$ cat config.mk
export PLATFORM = sky130hd
export DESIGN_NAME = note_step_sequencer
export DESIGN_NICKNAME = d
export VERILOG_FILES = /design/src/rtl/apu_pkg.sv /design/src/rtl/seq_pattern_ram.sv /design/src/rtl/note_step_sequencer.sv
export SDC_FILE = /design/constraint.sdc
export NUM_CORES = 1
export LEC_CHECK = 0
export CAP_MARGIN = 25
export CORE_MARGIN = 2
export CORE_UTILIZATION = 30
export CTS_BUF_LIST = sky130_fd_sc_hd__clkbuf_4 sky130_fd_sc_hd__clkbuf_8 sky130_fd_sc_hd__clkbuf_16
export DETAILED_ROUTE_END_ITERATION = 8
export GPL_TIMING_DRIVEN = 0
export MAX_ROUTING_LAYER = met4
export PLACE_DENSITY = 0.53
export SYNTH_ARGS = -nofsm -noshare
export SYNTH_HDL_FRONTEND = slang
export SYNTH_SLANG_ARGS = --single-unit
export TNS_END_PERCENT = 100
$ cat constraint.sdc
create_clock -name clk -period 8 [get_ports clk]
set_input_delay 0.8 -clock clk [delete_from_list [all_inputs] [get_ports clk]]
set_output_delay 0.8 -clock clk [all_outputs]
set_load 0.05 [all_outputs]
$ cat src/rtl/apu_pkg.sv
// rtl/apu_pkg.sv - shared step-entry field layout and sequencer state encoding
package apu_pkg;
   localparam int NOTE_W       = 6;
   localparam int FX_W         = 2;
   localparam int STEP_ENTRY_W = 9;

   localparam int GATE_BIT = 8;
   localparam int FX_MSB   = 7;
   localparam int FX_LSB   = 6;
   localparam int NOTE_MSB = 5;

   typedef enum logic {
      SEQ_STOP = 1'b0,
      SEQ_RUN  = 1'b1
   } seq_state_t;
endpackage

$ cat src/rtl/seq_pattern_ram.sv
// rtl/seq_pattern_ram.sv - pattern store, sync write / sync read, read-before-write
module seq_pattern_ram
   import apu_pkg::*;
#(
   parameter int ADDR_W = 4
)(
   input  logic                    clk,
   input  logic                    wr_en,
   input  logic [ADDR_W-1:0]       wr_addr,
   input  logic [STEP_ENTRY_W-1:0] wr_data,
   input  logic [ADDR_W-1:0]       rd_addr,
   output logic [STEP_ENTRY_W-1:0] rd_data
);
   logic [STEP_ENTRY_W-1:0] r_mem [2**ADDR_W];
   logic [STEP_ENTRY_W-1:0] r_rd_data;

   // Not reset: the pattern must survive a mid-playback reset.
   always_ff @(posedge clk) begin
      if (wr_en)
         r_mem[wr_addr] <= wr_data;
      r_rd_data <= r_mem[rd_addr];
   end

   assign rd_data = r_rd_data;
endmodule

$ cat src/rtl/note_step_sequencer.sv
// rtl/note_step_sequencer.sv - 16-step pattern sequencer and note_clk divider; SEQ_LOOP_LEN_EN adds loop_len
module note_step_sequencer
   import apu_pkg::*;
#(
   parameter int STEP_BITS    = 4,
   parameter int PERIOD_W     = 24,
   parameter int NOTE_CLK_DIV = 390625
)(
   input  logic                    clk,
   input  logic                    rst,
   input  logic                    start,
   input  logic                    stop,
   input  logic [PERIOD_W-1:0]     step_period,
   input  logic                    wr_en,
   input  logic [STEP_BITS-1:0]    wr_addr,
   input  logic [STEP_ENTRY_W-1:0] wr_data,
`ifdef SEQ_LOOP_LEN_EN
   input  logic [STEP_BITS-1:0]    loop_len,
`endif
   output logic [NOTE_W-1:0]       note_out,
   output logic                    gate_out,
   output logic [FX_W-1:0]         fx_sel_out,
   output logic [STEP_BITS-1:0]    step_idx,
   output logic                    step_pulse,
   output logic                    running,
   output logic                    note_clk
);
   localparam int DIV_W = $clog2(NOTE_CLK_DIV + 1);

   seq_state_t              r_state, w_state_nxt;
   logic [PERIOD_W-1:0]     r_tick_cnt;
   logic [STEP_BITS-1:0]    r_step_idx;
   logic [NOTE_W-1:0]       r_note;
   logic [FX_W-1:0]         r_fx;
   logic                    r_gate;
   logic                    r_step_pulse;
   logic [DIV_W-1:0]        r_div_cnt;
   logic                    r_note_clk;

   logic [PERIOD_W-1:0]     w_eff_period;
   logic                    w_tick_term;
   logic [STEP_BITS-1:0]    w_next_idx;
   logic [STEP_BITS-1:0]    w_rd_addr;
   logic [STEP_ENTRY_W-1:0] w_rd_data;

   assign w_eff_period = (step_period < PERIOD_W'(2)) ? PERIOD_W'(2) : step_period;
   assign w_tick_term  = (r_tick_cnt >= w_eff_period - PERIOD_W'(1));

`ifdef SEQ_LOOP_LEN_EN
   assign w_next_idx = (r_step_idx >= loop_len) ? '0 : r_step_idx + STEP_BITS'(1);
`else
   assign w_next_idx = r_step_idx + STEP_BITS'(1);
`endif

   // Prefetch the next step while running; park on step 0 whenever the next edge lands in STOP,
   // so a restart right after stop/rst still presents step 0.
   assign w_rd_addr = (r_state == SEQ_RUN && !stop && !rst) ? w_next_idx : '0;

   seq_pattern_ram #(.ADDR_W(STEP_BITS)) u_ram (
      .clk     (clk),
      .wr_en   (wr_en),
      .wr_addr (wr_addr),
      .wr_data (wr_data),
      .rd_addr (w_rd_addr),
      .rd_data (w_rd_data)
   );

   always_ff @(posedge clk) begin
      if (rst)
         r_state <= SEQ_STOP;
      else
         r_state <= w_state_nxt;
   end

   always_comb begin
      w_state_nxt = r_state;
      case (r_state)
         SEQ_STOP: if (start && !stop) w_state_nxt = SEQ_RUN;
         SEQ_RUN:  if (stop)           w_state_nxt = SEQ_STOP;
         default:                      w_state_nxt = SEQ_STOP;
      endcase
   end

   always_ff @(posedge clk) begin
      if (rst) begin
         r_tick_cnt   <= '0;
         r_step_idx   <= '0;
         r_note       <= '0;
         r_fx         <= '0;
         r_gate       <= 1'b0;
         r_step_pulse <= 1'b0;
      end else if (w_state_nxt == SEQ_STOP) begin
         r_tick_cnt   <= '0;
         r_step_idx   <= '0;
         r_gate       <= 1'b0;
         r_step_pulse <= 1'b0;
      end else if (r_state == SEQ_STOP || w_tick_term) begin
         r_tick_cnt   <= '0;
         r_step_idx   <= (r_state == SEQ_STOP) ? '0 : w_next_idx;
         r_note       <= w_rd_data[NOTE_MSB:0];
         r_fx         <= w_rd_data[FX_MSB:FX_LSB];
         r_gate       <= w_rd_data[GATE_BIT];
         r_step_pulse <= 1'b1;
      end else begin
         r_tick_cnt   <= r_tick_cnt + PERIOD_W'(1);
         r_step_pulse <= 1'b0;
      end
   end

   always_ff @(posedge clk) begin
      if (rst) begin
         r_div_cnt  <= '0;
         r_note_clk <= 1'b0;
      end else if (r_div_cnt == DIV_W'(NOTE_CLK_DIV - 1)) begin
         r_div_cnt  <= '0;
         r_note_clk <= ~r_note_clk;
      end else begin
         r_div_cnt  <= r_div_cnt + DIV_W'(1);
      end
   end

   assign note_out   = r_note;
   assign gate_out   = r_gate;
   assign fx_sel_out = r_fx;
   assign step_idx   = r_step_idx;
   assign step_pulse = r_step_pulse;
   assign running    = (r_state == SEQ_RUN);
   assign note_clk   = r_note_clk;
endmodule

==> impl_results.md, run 1 <==
- Status: finished clean
- Largest net degree at the start of global routing: 17
- Die Wd: 180.4 µm
- Final hold vios: 0
- CTS H-tree lvls: 1
- Routed via count: 6084
- Gr usage total: 13.69%
- Nets: 926
- Antenna violations before repair: 0
- Register area share after synthesis: 60.90%
- Core ar.: 0.03059 mm²
- Max-cap violations: 0
- GRT busiest layer: met2
- Syn_nets: 840
- Non-filler cells in the finished layout: 1267
- Wire per inst: 17.06 µm
- Clock Latency Late Sink: 510 ps
- Placed cells: 1224
- Largest family of logic cells by synthesized area: simple AND/OR/NAND/NOR gates
- Pre-antenna DRT Iters: 5
- Post CTS Setup Buffer Count: 0
- Synth Area in Simple Gates: 16.19%
- DP Worst Slack: 1722 ps
- CTS Sinks: 212
- Top cells by count, synth: edfxtp_1 (144), nor2_1 (88), dfxtp_1 (68), nand2_1 (62), nor3_1 (31)
- Routed Antenna Nets: 0
- # setup viols final: 0
- RSZ-0062 raised after global routing: no
- XOR/XNOR Fraction of Synth Area: 5.066%
- Post-synth EDFFs: 144
- Most numerous cell in the Yosys netlist: edfxtp_1
- Final period util: 70.79%
- CTS tree: built
- Post-CTS Resized: 0
- Fin. max-slew vios: 0
- Reg clk slew, reported paths: 50 ps
- CP max FO: 10
- Vias in the first global route: 5936
- DP HPWL: 15.27 mm
- Main synth FF type: edfxtp_1
- Final setup margin: 2337 ps
- Height of the die: 180.4 µm
- Asr flop ratio synth: 0%
- Max VDD drop: 0.0001551 V
- First DRT Iteration DRCs: 354
- Syn avg cell area: 12.14 µm²
- Ant diodes: 0
- Layout cells sized above 1: 8.955%
- Arrival time at the worst endpoint: 6030 ps
- DRT Wirelength: 21.61 mm
- Setup crit end kind: flop
- Min Tclk post-route: 5663 ps
- Synth area leaders: edfxtp_1 (46%), dfxtp_1 (15%), ha_1 (3.9%), nor2_1 (3.5%), mux4_2 (2.9%)
- Critical Path Source Type: input pin
- Setup CP Type: in2reg
- Placer Congestion: 0.8113
- Vias per cell: 4.802
- Multiplexer area fraction after synthesis: 4.824%
- Met1 usage: 19.67%
- Starting density of the core: 30.52%
- Clk_skew: 10.55 ps
- Met3 usage: 2.142%
- Power Density: 207.2 mW/mm²
- Synth area leader: edfxtp_1
- Residual DRC: 0
- Met2 Track Usage GR: 20.20%
- Mapped Area: 0.009336 mm²
- Worst hold path class: reg2reg
- Slew headroom: 33.36%
- CTS Root Cell: clkbuf_16
- IO Pins: 58
- Adder-cell share of the synthesized area: 3.886%
- Critical Path RT: 8370 ps
- First-pass GRT wire length: 34.35 mm
- Syn. warnings: 0
- Peak Freq: 176.6 MHz
- P&R area growth vs syn: 19.32%
- Synth Instances: 769
- Worst slew pin tran: 990.4 ps
- Pleak: 3.631 nW
- Flop and latch count out of synthesis: 212
- Core Rows: 64
- Setup TNS: 0 ps
- Compound-gate portion of the synthesized area: 6.888%
- IO buf count: 57
- CTS buffer count: 24
- Top-area cell type share of the netlist area: 46.31%
- # hold bufs at CTS: 0
- Die area: 0.03255 mm²
- Unique masters post-synth: 53
- CTS max path bufs: 3
- Global route overflow: 0
[power by group]
part	internal, W	total, W	leakage [nW]	switching (W)
Combinational	0.0000464	0.000116	1.42	0.0000696
Clock	0.000579	0.000994	0.358	0.000415
Sequential	0.00119	0.00120	1.85	0.00000754
Total	0.00182	0.00231	3.63	0.000492
[registers in the layout, indices dropped and copies added, names as in the netlist]
name and flops:
step_pulse 1, note_clk 1, u_ram.rd_data 9, note_out 6, step_idx 4, r_tick_cnt 24, running 1, fx_sel_out 2
r_div_cnt 19, gate_out 1, u_ram.r_mem 144
[layout make-up]
| cell class | instances | area, µm² |
|---|---|---|
| inverters | 17 | 63.81 |
| clock buffers | 29 | 655.6 |
| fillers | 2998 | 19450 |
| well taps | 396 | 495.5 |
| clock inverters | 13 | 60.06 |
| multi-input cells | 512 | 3446 |
| flip-flops and latches | 212 | 5685 |
| plain buffers | 28 | 146.4 |
| repair buffers | 60 | 588.1 |
[per-layer routing]
layer	routed length [µm]	vias to the layer above
met1	10600	2883
met4	513	0
met2	9415	147
li1	-	3020
met3	1080	34
met5	0	-
[critical path: stages]
cell,delay (ps)
clkdlybuf4s50_1,480
or3_4,410
or3_4,370
nor3_4,260
and3_1,190
buf_4,140
inv_1,40
o21ai_1,170
ha_1,320
nand3_1,260
nor3_1,290
xnor2_1,110
ha_1,310
nand4_1,180
nor4_1,440
o211ai_1,290
nand4_1,420
clkbuf_1,460
nor2_1,90
[final timing paths]
check | from | end | slack [ps] | cells past startpoint
worst min-delay path | u_ram.rd_data[1] | note_out[1] | 470 | 2
worst min register to register | u_ram.rd_data[1] | note_out[1] | 470 | 2
worst max-delay path | step_period[14] | r_tick_cnt[15] | 2340 | 19
worst max register to register | running | u_ram.rd_data[7] | 5320 | 8
[per-stage QoR]
step | utilization [%] | hold slack (ps) | cell area, µm² | total power (W)
6_report | 36.42 | 468.2 | 11140 | 0.002309
5_1_grt | 36.42 | 481.6 | 11140 | 0.002396
4_1_cts | 36.40 | 471.2 | 11140 | 0.002336
3_5_place_dp | 34.06 | 455.7 | 10420 | 0.001339
3_3_place_gp | 34.01 | 448.8 | 10400 | 0.001337
2_1_floorplan | - | 435.6 | 9336 | 0.001275
[logic make-up after synthesis]
group / count (synthesis)
multiplexers: 30
AO/OA/AOI/OAI: 97
AND/OR/NAND/NOR: 302
XOR/XNOR: 54
adder cells (fa/ha/maj): 29
buffers and inverters: 45
flip-flops: 212
[placed cells by master, fill, tap and decap left out, types with 17 or more instances in the layout]
cell type | synthesis | layout
nand2_1 | 62 | 62
o21ai_0 | 19 | 19
mux2i_1 | 18 | 18
clkbuf_16 | 0 | 25
nor3_1 | 31 | 30
a21oi_1 | 23 | 23
nand3_1 | 29 | 29
xor2_1 | 29 | 29
or3_1 | 17 | 17
edfxtp_1 | 144 | 144
xnor2_1 | 25 | 25
nor2_1 | 88 | 88
dfxtp_1 | 68 | 68
ha_1 | 29 | 29
clkdlybuf4s50_1 | 0 | 57
No activity file was read; power rests on OpenSTA's default activity.
==> inputs of run 2 (changes only) <==
clock period = 5.9 ns   (was 8 ns; I/O delays follow)
==> results of run 2 <==
The final DEF is identical to that of run 1. Status: finished clean.
Main changes from that run: setup slack after placement 1722 ps -> -168.0 ps; setup slack after layout 2337 ps -> 447.1 ps; register-to-register setup slack 5320 ps -> 3220 ps; total power 0.002309 W -> 0.003130 W; worst IR drop on VDD 0.0001551 V -> 0.0002102 V
==> inputs of run 3 (changes only) <==
CAP_MARGIN = not set   (was 25)
==> run 3 against run 2 <==
  * Sequential share of layout area shrank 0.27 points
  * Combinational power is essentially flat
  * Final area grew 0.54%
  * Power grew 4.4%
  * Utilization grew 0.20 points
  * Flip-flop and latch count is the same
  * Sequential power is essentially flat
  * Critical path depth is the same
  * Largest cell class unchanged
  * Highest routed layer unchanged
==> impl_results.md, run 3 (same netlist as run 1, synthesis figures left out) <==
- Status: finished clean
- RR Endpoint: r_tick_cnt[15]
- Starting density of the core: 30.52% (unchanged)
- Vias in the first global route: 5934 (-0.034%)
- DP Worst Slack: -240.6 ps
- Worst slew pin tran: 1231 ps (+240.7 ps)
- First DRT Iteration DRCs: 315 (-11%)
- CTS Sinks: 212 (unchanged)
- Non-filler cells in the finished layout: 1265 (-0.16%)
- Max-cap violations: 0 (unchanged)
- CTS Root Cell: clkbuf_16
- Placer Congestion: 0.8113 (unchanged)
- Peak Freq: 181.8 MHz
- Routed Antenna Nets: 0 (unchanged)
- Post-route cell area: 0.01120 mm² (+0.54%)
- Arrival time at the worst endpoint: 5870 ps
- Critical Path RT: 6270 ps
- CTS tree: built
- Max VDD drop: 0.0001857 V
- Height of the die: 180.4 µm (unchanged)
- Final hold vios: 0 (unchanged)
- Core Rows: 64 (unchanged)
- Final period util: 93.21%
- Routed via count: 6056 (-0.46%)
- RSZ-0062 raised after global routing: no
- Critical Path Source Type: input pin
- CP peak stage delay: 490 ps (about the same)
- IO buf count: 57 (unchanged)
- P&R area growth vs syn: 19.97%
- Wire per inst: 17.23 µm (+1.0%)
- Power Density: 291.7 mW/mm²
- Worst hold path class: reg2reg
- R2R setup slack: 3190 ps
- Clk_skew: 13.64 ps (+3.089 ps)
- Max reg flops: 144 (unchanged)
- Vias per cell: 4.787 (-0.30%)
- Commonest non-fill, non-tap cell in the layout: edfxtp_1
- Setup crit end kind: flop
- Min-delay src: u_ram.rd_data[3]
- Largest regs: u_ram.r_mem x144, r_tick_cnt x24, r_div_cnt x19
- Hold path endpoint: note_out[3]
- CTS H-tree lvls: 1 (unchanged)
- Post CTS Setup Buffer Count: 0 (unchanged)
- DP HPWL: 15.26 mm (about the same)
- Final setup margin: 400.7 ps
- CP cell instances: clkdlybuf4s50_1 > or3_4 > or3_4 > nor3_4 > and3_1 > buf_4 > inv_1 > o21ai_1 > ha_1 > nand3_1 > nor3_1 > xnor2_1 > ha_1 > nand4_1 > nor4_1 > o211ai_1 > nand4_1 > clkbuf_1 > nor2_1
- Residual DRC: 0 (unchanged)
- Min Tclk post-route: 5499 ps
- IO Pins: 58 (unchanged)
- Pre-antenna DRT Iters: 5 (unchanged)
- Setup CP Type: in2reg
- Core ar.: 0.03059 mm² (unchanged)
- Crit-path slowest cell: clkdlybuf4s50_1
- Reg clk slew, reported paths: 60 ps (about the same)
- # setup viols final: 0 (unchanged)
- CTS max path bufs: 3 (unchanged)
- FF-to-FF Start: r_tick_cnt[21]
- CP max FO: 10 (unchanged)
- Die area: 0.03255 mm² (unchanged)
- Post-CTS Resized: 0 (unchanged)
- Layout cells sized above 1: 9.436% (+0.48 points)
- Fin. max-slew vios: 0 (unchanged)
- Die Wd: 180.4 µm (unchanged)
- Ant diodes: 0 (unchanged)
- CTS buffer count: 23 (-4.2%)
- Antenna violations before repair: 0 (unchanged)
- Fill cell count: 2997 (-0.033%)
- DRT Wirelength: 21.79 mm (+0.86%)
- Top reg by flops: u_ram.r_mem
- Commonest cells after routing, fill and taps aside: edfxtp_1 (144), nor2_1 (88), dfxtp_1 (68), nand2_1 (62), clkdlybuf4s50_1 (57)
- Min Hold Slack: 466.3 ps (-1.873 ps)
- Nets: 923 (-0.32%)
- Largest net degree at the start of global routing: 17 (unchanged)
- Pleak: 3.657 nW (+0.73%)
- First-pass GRT wire length: 34.32 mm (about the same)
- Placed cells: 1223 (-0.082%)
- Clock Latency Late Sink: 510 ps (about the same)
- R2R cell count: 7 (-1)
- Global route overflow: 0 (unchanged)
- Tot Pwr: 0.003268 W
- Slew headroom: 17.30% (-16 points)
- # hold bufs at CTS: 0 (unchanged)
- Hold path depth: 2 (unchanged)
- Gr usage total: 13.67% (-0.024 points)
- Dpl cell area: 0.01042 mm² (about the same)
==> run 3: changes by cell type in the layout (fill, tap and decap cells not counted), sizes merged <==
cell	previous run	this run
clkinv	12	6
bufinv	0	3
buf	19	17
clkbuf	41	44
==> run 3: per-stage QoR <==
stage,util (%),TNS (ps)
after floorplan,-,0
after global placement,34.01,-3210
after detailed placement,34.05,-4332
after CTS,36.62,0
after global routing,36.62,0
final,36.62,0
==> run 3: where the power goes <==
group	switching [W]	internal, W
Sequential	0.0000101	0.00161
Clock	0.000571	0.000914
Combinational	0.0000948	0.0000628
==> run 3: routing by layer <==
layer	wire length, µm	GRT usage [%]	up-vias
li1	-	-	3013
met1	10910	19.62	2879
met2	9456	20.47	130
met3	896	1.920	34
met4	527	3.161	0
met5	0	-	-
==> run 3: area by class of cell <==
type                       count  area [µm²]  area share (%)
multi-input combinational    512        3446           30.76
timing repair buffer          58       578.1           5.161
tap                          396       495.5           4.424
inverter                      17       63.81          0.5697
clock buffer                  32       660.6           5.898
clock inverter                10       125.1           1.117
sequential                   212        5685           50.76
buffer                        28       146.4           1.307
==> run 3: how the worst max path moves through the flow <==
stage | startpoint | end | slack [ps] | cells after the start
floorplan | step_period[16] | fx_sel_out[0] | 1430 | 19
global placement | step_period[14] | r_tick_cnt[21] | -180 | 19
detailed placement | step_period[14] | r_tick_cnt[15] | -240 | 19
CTS | step_period[14] | r_tick_cnt[15] | 280 | 19
global route | step_period[14] | r_tick_cnt[14] | 5 | 19
finish | step_period[14] | r_tick_cnt[15] | 400 | 19
==> run 3: worst max-delay path: cells and delay by family <==
kind | cells | cell delay (ps)
fa+ha+maj | 2 | 640
xor+xnor | 1 | 120
simple gates | 10 | 2900
compound gates | 2 | 480
buf+inv | 4 | 1130
